**src/rtl/if_id_stage_reg.sv**
```systemverilog
// IF/ID decoupling register: small circular skid buffer between fetch and decode.
// Optional perf counters are compiled in with IF_ID_PERF_CNT_EN.
module if_id_stage_reg #(
    parameter int PC_W    = 32,
    parameter int INSTR_W = 32,
    parameter int DEPTH   = 2
) (
    input  logic               clk,
    input  logic               rst,
    input  logic               in_valid,
    input  logic [PC_W-1:0]    in_pc,
    input  logic [INSTR_W-1:0] in_instr,
    output logic               in_ready,
    input  logic               flush,
    output logic               out_valid,
    output logic [PC_W-1:0]    out_pc,
    output logic [INSTR_W-1:0] out_instr,
    input  logic               out_ready,
    output logic [31:0]        perf_stall,
    output logic [31:0]        perf_bubble,
    output logic [31:0]        perf_flush
);

    localparam int PTR_W = (DEPTH > 1) ? $clog2(DEPTH) : 1;
    localparam int CNT_W = $clog2(DEPTH + 1);
    localparam logic [CNT_W-1:0] FULL = CNT_W'(DEPTH);
    localparam logic [PTR_W-1:0] PTR_ONE = PTR_W'(1);
    localparam logic [CNT_W-1:0] CNT_ONE = CNT_W'(1);

    logic [PC_W-1:0]    pc_q    [DEPTH];
    logic [INSTR_W-1:0] instr_q [DEPTH];
    logic [PTR_W-1:0]   wr_ptr;
    logic [PTR_W-1:0]   rd_ptr;
    logic [CNT_W-1:0]   count;
    logic [CNT_W-1:0]   count_d;
    logic               push;
    logic               pop;

    // Handshake flags depend on registered state only.
    assign in_ready  = (count != FULL);
    assign out_valid = (count != '0);
    assign push      = in_valid && in_ready && !flush;
    assign pop       = out_valid && out_ready && !flush;

    assign out_pc    = out_valid ? pc_q[rd_ptr]    : '0;
    assign out_instr = out_valid ? instr_q[rd_ptr] : '0;

    always_comb begin
        count_d = count;
        if (flush) begin
            count_d = '0;
        end else begin
            unique case ({push, pop})
                2'b10:   count_d = count + CNT_ONE;
                2'b01:   count_d = count - CNT_ONE;
                default: count_d = count;
            endcase
        end
    end

    always_ff @(posedge clk or negedge rst) begin
        if (!rst) begin
            wr_ptr <= '0;
            rd_ptr <= '0;
            count  <= '0;
        end else if (flush) begin
            wr_ptr <= '0;
            rd_ptr <= '0;
            count  <= '0;
        end else begin
            if (push) wr_ptr <= wr_ptr + PTR_ONE;
            if (pop)  rd_ptr <= rd_ptr + PTR_ONE;
            count <= count_d;
        end
    end

    always_ff @(posedge clk or negedge rst) begin
        if (!rst) begin
            for (int i = 0; i < DEPTH; i++) begin
                pc_q[i]    <= '0;
                instr_q[i] <= '0;
            end
        end else if (push) begin
            pc_q[wr_ptr]    <= in_pc;
            instr_q[wr_ptr] <= in_instr;
        end
    end

`ifdef IF_ID_PERF_CNT_EN
    logic [31:0] stall_q;
    logic [31:0] bubble_q;
    logic [31:0] flush_q;

    // Counters survive flush; only reset clears them.
    always_ff @(posedge clk or negedge rst) begin
        if (!rst) begin
            stall_q  <= '0;
            bubble_q <= '0;
            flush_q  <= '0;
        end else begin
            if (out_valid && !out_ready && !flush) stall_q <= stall_q + 32'd1;
            if (!out_valid) bubble_q <= bubble_q + 32'd1;
            if (flush)      flush_q  <= flush_q + 32'd1;
        end
    end

    assign perf_stall  = stall_q;
    assign perf_bubble = bubble_q;
    assign perf_flush  = flush_q;
`else
    assign perf_stall  = 32'd0;
    assign perf_bubble = 32'd0;
    assign perf_flush  = 32'd0;
`endif

endmodule

```
**config.mk**
```make
export PLATFORM = sky130hd
export DESIGN_NAME = if_id_stage_reg
export DESIGN_NICKNAME = d
export VERILOG_FILES = /design/src/rtl/if_id_stage_reg.sv
export SDC_FILE = /design/constraint.sdc
export NUM_CORES = 1
export LEC_CHECK = 0
export ABC_AREA = 1
export CAP_MARGIN = 40
export CORE_MARGIN = 8
export CORE_UTILIZATION = 45
export DETAILED_ROUTE_END_ITERATION = 6
export PLACE_DENSITY_LB_ADDON = 0.05
export SETUP_SLACK_MARGIN = 0.1
export SLEW_MARGIN = 10
export SYNTH_ARGS = -nofsm -noshare
export SYNTH_HDL_FRONTEND = slang
export SYNTH_SLANG_ARGS = --single-unit
```
**constraint.sdc**
```tcl
create_clock -name clk -period 1.55 [get_ports clk]
set_input_delay 0.31 -clock clk [delete_from_list [all_inputs] [get_ports clk]]
set_output_delay 0.31 -clock clk [all_outputs]
set_load 0.005 [all_outputs]
```
==> flow_summary.yaml <==
power_and_ir_drop:
  leakage_uw: 0.00578
  power_density_mw_per_mm2: 1790
  ir_worst_vdd_v: 0.00115
  total_power_uw: 20900
global_routing:
  grt_max_degree: 34
  grt_use_total_pct: 22.2
  grt_pass1_vias: 6358
  antenna_found_initial: 0
  grt_pass1_wl_um: 34300
  grt_overflow: 0
yosys:
  synth_largest_area_cell: "dfrtp_1"
  synth.area.top_cells: "dfrtp_1 (48%), nand2_1 (13%), buf_4 (10%)"
  synth_area_per_cell_um2: 8.41
  synthCells: 826
  yosysWarnings: 0
  yosysSeqAreaShare_pct: 47.6
  syn_area_mm2: 0.00694
  ys_seq_elements: 132
  ys_types: 22
  netlist.area_leader.share_pct: 47.6
finish:
  diodes: 0
  num-nets-final: 1132
  drive_above_1_share_pct: 53.2
  syn_to_final_growth_pct: 68.7
die:
  row_count: 45
  coreArea_mm2: 0.0151
  die_y_um: 140
  ioPinCount: 231
  initial_core_util_pct: 45.8
  die_w_um: 140
  die-area_mm2: 0.0197
critical_path:
  timing.rr.start: "count[0]"
  r2r_slack_ns: -0.33
  crit_fanout: 7
  path_class: "flop to primary output"
  required_ns: 1.24
  r2r-end: "pc_q[37]"
  r2r_cells: 13
  end_kind: "primary output"
  critPathLaunchType: "flop"
  worstPathArrival_ns: 1.63
drt:
  dr.first_iter.drc_count: 371
  first_pass_iters: 4
  met2_length_um: 13400
  ant_nets: 0
  drt-met1-wl_um: 9640
  dr.max_layer_used: "met4"
  wire_per_inst_um: 20.3
  routed_wl_um: 25700
  dr_wl_met3_um: 1750
  avgViaCountPerCell: 5.11
  num_vias: 6461
  drc: 0
clock_network:
  cts_root_buf: "clkbuf_16"
  cts_sinks: 132
  clockBufferDepth: 2
  h-tree-depth: 4
  cts_tree: "done"
  clock_latency_ns: 0.42
  cts-buffers-inserted: 17
  path_clk_slew_ns: 0.06
sta:
  skew_ns: 0.00799
  whs_ns: 0.354
  setup_viol: 197
  fmax_ghz: 0.514
  period_needed_ns: 1.94
  slew_viol_final: 0
  timing.final.crit_share_pct: 125
  rsz0062_at_grt: "true"
  final-hold-violation-count: 0
  setup_slack_ns: -0.394
  setup_tns_ns: -47.22
hold_path:
  min_path_type: "primary input to asynchronous set/reset pin"
placed_design:
  io_buffers: 134
  dp_hpwl_um: 13100
  gp_congestion: 0.831
outcome:
  status: "finished with violations"
  violations: "setup timing"
job:
  drv_cap: 0
logic make-up (layout without fill, tap and decap cells):
group / Yosys count / count (layout) / synth area share (%)
simple gates: 280 / 280 / 16.7
buf+inv: 217 / 372 / 18.6
compound gates: 196 / 196 / 17.0
flops: 132 / 132 / 47.6
other cells: 1 / 96 / 0.0540
sequential cells by signal, indices dropped and copies added (netlist names):
name	flops
instr_q	64
pc_q	64
count	2
rd_ptr	1
wr_ptr	1
per-layer routing:
metal  vias to the layer above  GRT usage [%]
met1                      3217           25.7
met3                        60           4.89
li1                       2907              -
met4                         0           8.97
met2                       277           39.0
met5                         -              0
worst max path at each step:
stage / startpoint / end / slack [ns] / cells after the start
detailed placement: rd_ptr / out_instr[1] / -0.32 / 5
CTS: rd_ptr / out_instr[27] / -0.42 / 7
global placement: rd_ptr / out_instr[1] / -0.33 / 5
finish: rd_ptr / out_instr[30] / -0.39 / 7
global route: rd_ptr / out_pc[23] / -0.46 / 7
floorplan: rd_ptr / out_instr[0] / 0.16 / 5
worst max-delay path: stages, from the launching register on:
cell and delay, ns:
dfrtp_2 0.44, clkinv_4 0.10, buf_6 0.11, buf_16 0.12, buf_8 0.11, nand2_2 0.05
a21oi_2 0.15, buf_2 0.13
cell usage after synthesis:
master	count
nand2_1	243
buf_4	96
inv_1	70
clkbuf_1	11
nor2_1	2
o21ai_0	62
nand2_4	2
dfrtp_1	132
o21ai_1	14
buf_1	7
buf_2	13
conb_1	1
nand2_2	28
a21oi_1	66
nand3b_1	1
buf_6	13
clkbuf_2	5
nand4_1	1
inv_2	2
o21ai_2	54
nand3_4	1
nand3_1	2
repair_timing:
item                                    CTS  global route
pin swaps                                24            34
gates cloned                             22            18
endpoints found under the setup margin  163           197
resized for setup                       453           314
hold buffers                              1             0
buffers inserted                         39            23
hold endpoints to repair                 27             0
report_power, final:
group	internal, µW	switching [µW]
combinational	5500	4910
clock	2540	1560
sequential	4860	1570
layout make-up:
class                      instances  area (µm²)
inverter                          72         288
sequential                       132        3300
timing repair buffer             268        3310
fill                             961        3430
multi-input combinational        572        3970
clock inverter                    11         126
clock buffer                      21         480
tap                              188         235
stage by stage:
stage               util (%)  std cells  cell area [µm²]  setup WS, ns
global route            77.3       1264            11700        -0.463
global placement        55.5       1139             8410        -0.328
CTS                     67.8       1233            10300        -0.417
finish                  77.3       1264            11700        -0.394
detailed placement      55.5       1139             8410        -0.316
floorplan                  -        921             7300         0.159
cell usage in the layout (no fill, tap or decap), types with 2 or more instances in the layout:
cell               n
dfrtp_1          131
nand2_1           96
conb_1            96
o21ai_2           95
nand2_4           88
nand2_2           87
inv_1             67
clkdlybuf4s50_1   67
buf_2             64
a21oi_2           53
buf_12            37
clkbuf_16         33
o21ai_1           30
buf_6             27
buf_4             27
buf_16            18
buf_8             11
a21oi_1            9
clkinv_4           4
a21oi_4            4
clkinvlp_4         4
clkbuf_8           4
inv_2              3
o21ai_0            3
nand2_8            2
nand3_4            2
o21ai_4            2
clkinv_2           2
bufinv_16          2
(Power assumes the default switching activity.)
